**src/rtl/fetch_sequencer_if.sv**
```systemverilog
// Instruction-memory request/response bus: one request in flight, accept on req&ready, data on valid.
// master = fetch side, slave = memory side.
interface fetch_sequencer_if;
   logic        imem_req;
   logic [31:0] imem_addr;
   logic        imem_ready;
   logic        imem_valid;
   logic [31:0] imem_rdata;

   modport master (
      output imem_req,
      output imem_addr,
      input  imem_ready,
      input  imem_valid,
      input  imem_rdata
   );

   modport slave (
      input  imem_req,
      input  imem_addr,
      output imem_ready,
      output imem_valid,
      output imem_rdata
   );
endinterface

```
**src/rtl/fetch_sequencer.sv**
```systemverilog
// Fetch sequencer: one outstanding imem request, >=2 cycles request-to-instr_valid; issue is held off while decode stalls a valid instruction.
// Redirect flushes in-flight/held instructions; sticky timeout flag; FETCH_SEQ_PERF_EN adds saturating perf counters.
module fetch_sequencer #(
   parameter logic [31:0] RESET_PC = 32'h0000_0000,
   parameter int unsigned MAX_WAIT = 15
) (
   input  logic              clock,
   input  logic              reset,
   input  logic              stall_d,
   input  logic              redirect,
   input  logic [31:0]       redirect_pc,
   fetch_sequencer_if.master imem,
   output logic [31:0]       instr_f,
   output logic [31:0]       pc_f,
   output logic [31:0]       pc_plus4_f,
   output logic              instr_valid,
   output logic              stall_f,
   output logic              imem_err
`ifdef FETCH_SEQ_PERF_EN
   ,
   output logic [31:0]       perf_stall_cycles,
   output logic [15:0]       perf_redirects
`endif
);

   localparam int unsigned CW = $clog2(MAX_WAIT + 1);
   localparam logic [CW-1:0] MAX_W = CW'(MAX_WAIT);

   typedef enum logic [1:0] {
      S_ISSUE = 2'd0,
      S_WAIT  = 2'd1,
      S_HOLD  = 2'd2,
      S_FLUSH = 2'd3
   } state_t;

   state_t        state_q, state_d;
   logic [31:0]   fetch_pc_q, fetch_pc_d;
   logic [31:0]   instr_q, instr_d;
   logic [31:0]   pcf_q, pcf_d;
   logic          valid_q, valid_d;
   logic          err_q, err_d;
   logic [CW-1:0] wait_cnt_q, wait_cnt_d;

   logic [31:0]   target_pc;
   logic [CW-1:0] wait_cnt_inc;
   logic          req;
   logic          accept;
   logic          consume;
   logic          timeout_hit;

   assign target_pc    = {redirect_pc[31:2], 2'b00};
   assign wait_cnt_inc = wait_cnt_q + CW'(1);
   assign timeout_hit  = (wait_cnt_inc == MAX_W);
   // Holding register is full and decode is stalled: a new request could overflow it.
   assign req          = (state_q == S_ISSUE) && !(valid_q && stall_d);
   assign accept       = req && imem.imem_ready;
   assign consume      = valid_q && !stall_d;

   assign imem.imem_req  = req;
   assign imem.imem_addr = fetch_pc_q;
   assign stall_f        = !accept;
   assign instr_f        = instr_q;
   assign pc_f           = pcf_q;
   assign pc_plus4_f     = pcf_q + 32'd4;
   assign instr_valid    = valid_q;
   assign imem_err       = err_q;

   always_comb begin
      state_d    = state_q;
      fetch_pc_d = fetch_pc_q;
      instr_d    = instr_q;
      pcf_d      = pcf_q;
      valid_d    = valid_q && !consume;
      err_d      = err_q;
      wait_cnt_d = wait_cnt_q;

      unique case (state_q)
         S_ISSUE: begin
            if (accept) begin
               wait_cnt_d = '0;
               state_d    = redirect ? S_FLUSH : S_WAIT;
            end
         end
         S_WAIT: begin
            if (imem.imem_valid) begin
               if (!redirect) begin
                  instr_d    = imem.imem_rdata;
                  pcf_d      = fetch_pc_q;
                  valid_d    = 1'b1;
                  fetch_pc_d = fetch_pc_q + 32'd4;
                  state_d    = stall_d ? S_HOLD : S_ISSUE;
               end else begin
                  state_d = S_ISSUE;
               end
            end else begin
               wait_cnt_d = wait_cnt_inc;
               if (timeout_hit) begin
                  err_d   = 1'b1;
                  state_d = S_ISSUE;
               end else if (redirect) begin
                  state_d = S_FLUSH;
               end
            end
         end
         S_HOLD: begin
            if (redirect || !stall_d) begin
               state_d = S_ISSUE;
            end
         end
         S_FLUSH: begin
            // The stale response drains the pipe; its data is never captured.
            if (imem.imem_valid) begin
               state_d = S_ISSUE;
            end else begin
               wait_cnt_d = wait_cnt_inc;
               if (timeout_hit) begin
                  err_d   = 1'b1;
                  state_d = S_ISSUE;
               end
            end
         end
         default: state_d = S_ISSUE;
      endcase

      if (redirect) begin
         valid_d    = 1'b0;
         fetch_pc_d = target_pc;
      end
   end

   always_ff @(posedge clock) begin
      if (reset) begin
         state_q    <= S_ISSUE;
         fetch_pc_q <= RESET_PC;
         instr_q    <= '0;
         pcf_q      <= '0;
         valid_q    <= 1'b0;
         err_q      <= 1'b0;
         wait_cnt_q <= '0;
      end else begin
         state_q    <= state_d;
         fetch_pc_q <= fetch_pc_d;
         instr_q    <= instr_d;
         pcf_q      <= pcf_d;
         valid_q    <= valid_d;
         err_q      <= err_d;
         wait_cnt_q <= wait_cnt_d;
      end
   end

`ifdef FETCH_SEQ_PERF_EN
   logic [31:0] perf_stall_q;
   logic [15:0] perf_redir_q;

   always_ff @(posedge clock) begin
      if (reset) begin
         perf_stall_q <= '0;
         perf_redir_q <= '0;
      end else begin
         if (stall_f && (perf_stall_q != '1)) begin
            perf_stall_q <= perf_stall_q + 32'd1;
         end
         if (redirect && (perf_redir_q != '1)) begin
            perf_redir_q <= perf_redir_q + 16'd1;
         end
      end
   end

   assign perf_stall_cycles = perf_stall_q;
   assign perf_redirects    = perf_redir_q;
`endif

endmodule
```
**src/flat_wrapper.sv**
```systemverilog
// flat-port wrapper written by rule: the top's interface ports become plain ports
module fetch_sequencer_flat 
#(
   parameter logic [31:0] RESET_PC = 32'h0000_0000,
   parameter int unsigned MAX_WAIT = 15
)
  (clock, reset, stall_d, redirect, redirect_pc, instr_f, pc_f, pc_plus4_f, instr_valid, stall_f, imem_err, imem_imem_req, imem_imem_addr, imem_imem_ready, imem_imem_valid, imem_imem_rdata);
  fetch_sequencer_if imem_i ();
  input  logic clock;
  input  logic reset;
  input  logic stall_d;
  input  logic redirect;
  input  logic [31:0] redirect_pc;
  output logic [31:0] instr_f;
  output logic [31:0] pc_f;
  output logic [31:0] pc_plus4_f;
  output logic instr_valid;
  output logic stall_f;
  output logic imem_err;
  output wire logic [$bits(imem_i.imem_req)-1:0] imem_imem_req;
  output wire logic [$bits(imem_i.imem_addr)-1:0] imem_imem_addr;
  input wire logic [$bits(imem_i.imem_ready)-1:0] imem_imem_ready;
  input wire logic [$bits(imem_i.imem_valid)-1:0] imem_imem_valid;
  input wire logic [$bits(imem_i.imem_rdata)-1:0] imem_imem_rdata;
  assign imem_imem_req = imem_i.imem_req;
  assign imem_imem_addr = imem_i.imem_addr;
  assign imem_i.imem_ready = imem_imem_ready;
  assign imem_i.imem_valid = imem_imem_valid;
  assign imem_i.imem_rdata = imem_imem_rdata;
  fetch_sequencer #(.RESET_PC(RESET_PC), .MAX_WAIT(MAX_WAIT)) u_core (.clock(clock), .reset(reset), .stall_d(stall_d), .redirect(redirect), .redirect_pc(redirect_pc), .imem(imem_i), .instr_f(instr_f), .pc_f(pc_f), .pc_plus4_f(pc_plus4_f), .instr_valid(instr_valid), .stall_f(stall_f), .imem_err(imem_err));
endmodule
```
**config.mk**
```make
export PLATFORM = sky130hd
export DESIGN_NAME = fetch_sequencer_flat
export DESIGN_NICKNAME = d
export VERILOG_FILES = /design/src/rtl/fetch_sequencer_if.sv /design/src/rtl/fetch_sequencer.sv /design/src/flat_wrapper.sv
export SDC_FILE = /design/constraint.sdc
export NUM_CORES = 1
export LEC_CHECK = 0
export ABC_AREA = 1
export BUFFER_PORTS_ARGS = -buffer_cell sky130_fd_sc_hd__buf_2
export CORE_MARGIN = 2
export CORE_UTILIZATION = 35
export CTS_CLUSTER_DIAMETER = 120
export DETAILED_ROUTE_END_ITERATION = 6
export SETUP_SLACK_MARGIN = 0.5
export SYNTH_ARGS = -nofsm -noshare
export SYNTH_HDL_FRONTEND = slang
export SYNTH_SLANG_ARGS = --single-unit
```
**constraint.sdc**
```tcl
create_clock -name clock -period 3.4 [get_ports clock]
set_input_delay 0.17 -clock clock [delete_from_list [all_inputs] [get_ports clock]]
set_output_delay 0.17 -clock clock [all_outputs]
set_load 0.05 [all_outputs]
```
Yosys cells after proc, flatten, opt, wreduce, memory -nomap -nowiden:

Cells that the tools add are included.

* shift operators: 0
* reductions and logical operators: 22
* equality and inequality tests: 9
* bitwise logic cells: 2
* multiply operators: 0
* add/subtract/negate cells: 3
* divide/modulo/power cells: 0
* mux-type cells: 19
* magnitude comparators: 0

Operator list (number)
* 32-bit 2-to-1 mux: 3
* 32-bit by 3-bit adder with 32-bit output (second input constant): 2
* 2-bit 2-to-1 mux: 10
* 3-bit AND reduction: 3
* 4-bit 2-to-1 mux: 2
* 2-bit one-hot mux with 4 select lines: 1
* 4-bit one-hot mux with 2 select lines: 1
* 2-bit nonzero test: 3
* 1-bit logical AND: 5
* 4-bit by 1-bit adder with 4-bit output (second input constant): 1
* 2-bit == test (second input constant): 2
* 4-bit == test (second input constant): 1
* 1-bit logical NOT: 4
* 2-bit by 1-bit inequality test with 1-bit output (second input constant): 2
* 4-bit by 3-bit inequality test with 1-bit output (second input constant): 1
* 2-bit AND reduction: 2
* 4-bit AND reduction: 1
* 2-bit OR reduction: 2
* 3-bit by 2-bit inequality test with 1-bit output (second input constant): 1
* 2-bit by 1-bit == test with 1-bit output (second input constant): 1
* 2-bit logical NOT: 1
* 1-bit 2-to-1 mux: 2
* 2-bit inequality test (second input constant): 1
* 1-bit inverter: 2
* 1-bit logical OR: 1

* memories kept: 0
* output and inout bits: 132
* bits in writable memories: 0
* flip-flop bits (word level): 104
* input bits: 70
* latch bits: 0
* memory bits (read-only): 0

Longest topological paths before layout:

Gate-level depths: netlist (run 1).

* depth in word-level cells: 6
* gate-level depth with buffers: 11
* mapped depth without buffers: 11

Worst setup path after synthesis (run 1):

No wires, ideal clock.

* path kind: register to output
* start: register u_core.pcf_q[3] (netlist: u_core.pc_f[3])
* end: output pc_plus4_f[22]
* buffers on the path: 0
* cell stages (with the launch flop): 9
* data required time: 3.230 ns
* path slack: 0.819 ns
* arrival: 2.411 ns
* path through: dfxtp_1 -> ha_1 -> nand3_1 -> nor2_2 -> nand2_2 -> nor2_2 -> nand2_1 -> nor2_1 -> xor2_1

* word-level cells in the longest chain between the ends: 1

RTL lines
* start, declared: line fetch_sequencer.sv:39 `logic [31:0] pcf_q, pcf_d;`
* start signal, assigned: line fetch_sequencer.sv:144 `pcf_q <= pcf_d;`
* 32-bit by 3-bit adder with 32-bit output: line fetch_sequencer.sv:64 `assign pc_plus4_f = pcf_q + 32'd4;`
* end, declared: line flat_wrapper.sv:16 `output logic [31:0] pc_plus4_f;`

No other way between the ends.

Worst setup path after layout (run 1):

* start: register u_core.pcf_q[2] (netlist: u_core.pc_f[2])
* end: output pc_plus4_f[22]

Same word-level chain as after synthesis.

==> results.json, run 1 <==
{
  "outcome": "finished, final reports clean",
  "cp-start-kind": "flip-flop",
  "fin_cells": 1239,
  "slew_violations": 0,
  "path_max_fanout": 4,
  "wire_per_inst_um": 13.98,
  "fmax_ghz": 0.4168,
  "cts_tree": "built",
  "finalCritPeriodShare": 0.7057,
  "grt_pass1_vias": 5206,
  "io_buffers": 193,
  "synthToLayoutAreaGrowth_pct": 25.01,
  "multiInputGateArea_sq_mm": 0.003002,
  "async_reset_ff_frac": 0,
  "clock-sinks": 100,
  "synth_warnings": 0,
  "skew_ps": 8.507,
  "vias_per_cell": 4.743,
  "min_delay_path_depth": 3,
  "cts_buffers": 9,
  "cap_violations": 0,
  "setup-tns-final_ps": 0,
  "rsz0062_at_grt": "no",
  "clkTransAtPathRegs_ps": 80,
  "path_class": "reg2out",
  "n_fill_cell": 1689,
  "hold_class": "in2reg",
  "fp.dieW_um": 129.3,
  "num_antenna_cells": 0,
  "postSynthAreaPerCell_sq_um": 6.462,
  "io-pin-count": 202,
  "chipHeight_um": 129.3,
  "drc": 0,
  "core_sq_mm": 0.01526,
  "finalHoldViolCount": 0,
  "ant_nets": 0,
  "p_total_uw": 3076,
  "grt_max_degree": 67,
  "dp.cells": 1223,
  "dp_hpwl_um": 13200,
  "post_cts_buffers": 0,
  "drive_above_1_share": 0.2305,
  "clkLatencyLatePin_ps": 350,
  "leakage_uw": 0.003090,
  "place_ws_ps": 997.9,
  "cts.path.max_buffers": 2,
  "root_buffer": "clkbuf_16",
  "r2r_cells": 6,
  "first_pass_iters": 4,
  "cellPowerDensity_mw_per_mm2": 448.0,
  "ys_seq_elements": 100,
  "synthFlopType": "dfxtp_1",
  "gr-total-overflow": 0,
  "tightest_slew_ps": 952.8,
  "relSlewSlack": 0.3641,
  "cp.required_ps": 3230,
  "setup_viol": 0,
  "synthCells": 850,
  "final_nets": 1097,
  "cts-resized-gates": 0,
  "dr_total_vias": 5877,
  "gp_congestion": 0.8909,
  "grt_pass1_wl_um": 27070,
  "num_rows": 45,
  "cp.arrival_ps": 2230,
  "cts_max_level": 3,
  "fin_crit_ps": 2399,
  "dr.first_iter.drc_count": 338,
  "antenna_found_initial": 0,
  "die_area_sq_mm": 0.01671,
  "synth_seq_area_share": 0.3645,
  "peakVddDrop_uv": 238.0,
  "hold_buffers": 0,
  "regArea_sq_mm": 0.002002,
  "synthesis.area_sq_mm": 0.005493,
  "worstSetupEndpointType": "output pin",
  "routed_wl_um": 17320,
  "setup_ws_ps": 1001,
  "ys_types": 39,
  "synth-edff-count": 0,
  "grt_usage": 0.2067,
  "start_util": 0.3600
}
-- cells in the mapped netlist (7+ instances only) --
library cell | instances | share of area
clkbuf_1 | 20 | 0.014
nor3_1 | 8 | 0.0073
a31oi_1 | 8 | 0.0091
xnor2_1 | 7 | 0.011
nand2_1 | 185 | 0.13
dfxtp_1 | 100 | 0.36
buf_4 | 10 | 0.014
inv_1 | 74 | 0.051
nand3_1 | 43 | 0.039
o21ai_0 | 75 | 0.068
nand4_1 | 12 | 0.014
nor2_1 | 178 | 0.12
nand2_2 | 7 | 0.0080
nor2_2 | 8 | 0.0091
a21oi_1 | 47 | 0.043
xor2_1 | 20 | 0.032
-- critical path, cell delays in order, from the launching register on --
cell and delay (ps):
dfxtp_1 400, ha_1 240, nand3_1 100, nor2_2 240
nand2_2 120, nor2_2 130, nand2_1 100, nor2_1 130
xor2_1 140, buf_2 280
-- where the power goes --
part / internal [uW] / switching [uW] / total (uW) / leakage [uW]
logic: 165 / 493 / 658 / 0.00212
registers: 1240 / 83.7 / 1320 / 0.000815
clock network: 592 / 507 / 1100 / 0.000156
total: 1990 / 1080 / 3080 / 0.00309
-- flip-flops by register name (all words and copies together), names as in the netlist --
register               flops
u_core.imem.imem_addr     30
u_core.imem_err            1
u_core.instr_f            32
u_core.instr_valid         1
u_core.pc_f               30
u_core.state_q             2
u_core.wait_cnt_q          4
-- final cells by class --
type | instances | share of cell area
clock buffers | 9 | 0.03280
clock inverters | 7 | 0.01348
inverters | 76 | 0.04155
multi-input cells | 639 | 0.4371
flip-flops and latches | 100 | 0.2915
well taps | 211 | 0.03845
repair buffers | 197 | 0.1450
-- metrics by stage --
step / util / hold slack, ps / area [sq um]
floorplan: - / 319.0 / 5512
global placement: 0.4292 / 420.8 / 6549
detailed placement: 0.4292 / 426.2 / 6549
CTS: 0.4500 / 43.61 / 6867
global route: 0.4500 / 57.06 / 6867
finish: 0.4500 / 57.58 / 6867
-- logic make-up after synthesis --
| kind of cell | after synthesis | share of synthesized area |
|---|---|---|
| XOR/XNOR | 27 | 0.04305 |
| AO/OA/AOI/OAI | 147 | 0.1440 |
| AND/OR/NAND/NOR | 455 | 0.3462 |
| flip-flops | 100 | 0.3645 |
| adder cells (fa/ha/maj) | 4 | 0.009112 |
| other | 1 | 0.0006827 |
| buffers and inverters | 116 | 0.09248 |
-- path summary, 6_finish.rpt --
path / startpoint / endpoint / slack [ps]
worst max-delay path: u_core.pc_f[2]$_SDFFE_PP0P_ / pc_plus4_f[22] / 1000
worst min-delay path: imem_imem_rdata[12] / u_core.instr_f[12]$_SDFFE_PP0P_ / 60
worst max register to register: u_core.state_q[1]$_SDFFE_PP0P_ / u_core.imem.imem_addr[9]$_SDFFE_PP0P_ / 1190
worst min register to register: u_core.instr_f[30]$_SDFFE_PP0P_ / u_core.instr_f[30]$_SDFFE_PP0P_ / 480
-- cells in the final DEF, fill, tap and decap left out, drive strengths merged, types with 2 or more instances in the layout --
cell    count
nor3        9
nand3      43
a211oi      7
clkbuf      9
buf       197
clkinv      2
nand3b      2
conb        6
ha          4
nor4        5
nand4      13
xor2       20
nor2      189
o211ai      2
nand2     192
dfxtp     100
a31oi       8
a21oi      47
o21ai      78
xnor2       7
inv        80
-- metal layers --
layer | vias to the layer above | global-route usage | wire (um)
li1 | 3084 | - | -
met1 | 2607 | 0.2835 | 8369
met2 | 165 | 0.3291 | 7708
met3 | 21 | 0.03262 | 899
met4 | 0 | 0.07545 | 339
met5 | - | 0 | 0
No activity file was read; power rests on OpenSTA's default activity.
==> inputs of run 2 (changes only) <==
==> constraint.sdc (replaced) <==
create_clock -name clock -period 2.3 [get_ports clock]
set_input_delay 0.115 -clock clock [delete_from_list [all_inputs] [get_ports clock]]
set_output_delay 0.115 -clock clock [all_outputs]
set_load 0.05 [all_outputs]
==> run 2 against run 1 <==
Clock-buffer cell count up 1. Cell area up 21%. Non-clock buffer count up 70. Largest power group unchanged. Flip-flop and latch count unchanged. Cell count up 5.7%. Worst hold slack worse by 50 ps. Clock skew down 0.96 ps. Combinational power up 70%. Critical path depth unchanged. Wire length up 13%. First-iteration DRC count up 29%.
==> results.json, run 2 (synthesized netlist as in run 1, its figures left out) <==
{
  "finalCritPeriodShare": 0.8691,
  "grt_max_degree": 67,
  "wire_per_inst_um": 14.92,
  "slowest_stage": "dfxtp_4",
  "fmax_ghz": 0.5003,
  "fin_crit_ps": 1999,
  "clock-sinks": 100,
  "antenna_found_initial": 1,
  "grt_pass1_vias": 5764,
  "setup_viol": 0,
  "num_rows": 45,
  "fp.dieW_um": 129.3,
  "path_max_fanout": 4,
  "largest_reg_flops": 32,
  "ff2ff_setup_slack_ps": 610,
  "cp.arrival_ps": 1880,
  "finalHoldViolCount": 0,
  "io-pin-count": 202,
  "peakVddDrop_uv": 393.5,
  "cts.path.max_buffers": 2,
  "setup-tns-final_ps": 0,
  "cap_violations": 0,
  "cp.required_ps": 2180,
  "path_cells": "nand2_2 -> nor2_4 -> nand2_4 -> nor2_4 -> buf_6 -> buf_4 -> buf_4 -> xor2_2 -> buf_6",
  "clkLatencyLatePin_ps": 360,
  "cts_max_level": 3,
  "leakage_uw": 0.003736,
  "dp_hpwl_um": 13490,
  "timing.rr.end": "u_core.imem.imem_addr[28]$_SDFFE_PP0P_",
  "slew_violations": 0,
  "clkTransAtPathRegs_ps": 80,
  "r2r_cells": 9,
  "grt_usage": 0.2288,
  "chipHeight_um": 129.3,
  "worstSetupEndpointType": "output pin",
  "rsz0062_at_grt": "yes",
  "setup_ws_ps": 301.0,
  "synthToLayoutAreaGrowth_pct": 51.71,
  "drive_above_1_share": 0.3588,
  "io_buffers": 193,
  "holdWs_ps": 7.332,
  "cellPowerDensity_mw_per_mm2": 554.2,
  "layout_commonest_cell": "nand2_1",
  "ant_nets": 0,
  "cpPeakStageDelay_ps": 390,
  "first_pass_iters": 5,
  "crit_path_start": "u_core.pc_f[8]$_SDFFE_PP0P_",
  "vias_per_cell": 4.844,
  "dr.first_iter.drc_count": 437,
  "skew_ps": 7.549,
  "reg2reg_from": "u_core.imem.imem_addr[11]$_SDFFE_PP0P_",
  "crit_end": "pc_plus4_f[11]",
  "hold_class": "in2reg",
  "grt_pass1_wl_um": 29840,
  "cp-start-kind": "flip-flop",
  "die_area_sq_mm": 0.01671,
  "cts_buffers": 9,
  "drc": 0,
  "final_nets": 1167,
  "n_fill_cell": 1490,
  "final_cell_mix": "nand2_1 (170), buf_2 (168), nor2_1 (157)",
  "path_class": "reg2out",
  "cts_tree": "built",
  "place_ws_ps": 393.7,
  "gp_congestion": 0.8911,
  "start_util": 0.3600,
  "root_buffer": "clkbuf_16",
  "gr-total-overflow": 0,
  "outcome": "finished, final reports clean",
  "dr_total_vias": 6345,
  "routed_wl_um": 19550,
  "core_sq_mm": 0.01526
}
run 2: changes by cell type in the layout (fill, tap and decap cells not counted), sizes merged, moves of 2 or more:
cell,change
clkinvlp,+2
dlygate4sd3,+23
inv,-5
buf,+47
clkinv,+3
run 2: metrics by stage:
stage          std cells  power [uW]  cell area (sq um)  utilization
3_3_place_gp        1228        2993               6922       0.4536
6_report            1310        4618               8333       0.5461
4_1_cts             1303        4644               8134       0.5331
5_1_grt             1310        4836               8333       0.5461
3_5_place_dp        1228        3001               6922       0.4536
2_1_floorplan        855        2731               5834            -
run 2: report_power, final:
| group | switching [uW] | internal (uW) | leakage (uW) |
|---|---|---|---|
| combinational | 782 | 337 | 0.00275 |
| clock | 736 | 819 | 0.000148 |
| sequential | 129 | 1820 | 0.000837 |
run 2: metal layers:
metal,track usage,vias up,part of all wire,wire (um)
li1,-,3204,-,-
met1,0.3104,2918,0.46,8994
met2,0.3650,182,0.46,9019
met3,0.03138,41,0.045,887
met4,0.09847,0,0.033,645
met5,0,-,0,0
run 2: area by class of cell:
type,instances,area [sq um],area share
sequential,100,2098,0.2518
timing repair buffer,267,1782,0.2138
clock buffer,10,250.2,0.03003
tap,211,264.0,0.03168
antenna,1,2.502,0.0003003
inverter,76,297.8,0.03574
clock inverter,6,57.56,0.006907
multi-input combinational,639,3581,0.4297
run 2: how the worst min path moves through the flow:
stage,from,end,depth (start not counted)
after floorplan,redirect_pc[10],u_core.imem.imem_addr[10]$_SDFFE_PP0P_,2
after global placement,imem_imem_rdata[24],u_core.instr_f[24]$_SDFFE_PP0P_,3
after detailed placement,imem_imem_rdata[10],u_core.instr_f[10]$_SDFFE_PP0P_,3
after CTS,imem_imem_rdata[19],u_core.instr_f[19]$_SDFFE_PP0P_,3
after global routing,redirect_pc[3],u_core.imem.imem_addr[3]$_SDFFE_PP0P_,3
final,imem_imem_rdata[31],u_core.instr_f[31]$_SDFFE_PP0P_,3
run 2: repair_timing:
action                                  in CTS  in global routing
hold endpoints to repair                    23                  0
buffers inserted                            36                  6
gates resized for setup                    117                 42
pin swaps                                   27                 31
hold buffers                                23                  0
endpoints found under the setup margin      27                 89
run 2: critical path: cells and delay by family, from the launching register on:
kind	cells	cell delay, ps
AND/OR/NAND/NOR	4	430
flip-flops	1	390
buffers and inverters	4	530
XOR/XNOR	1	180
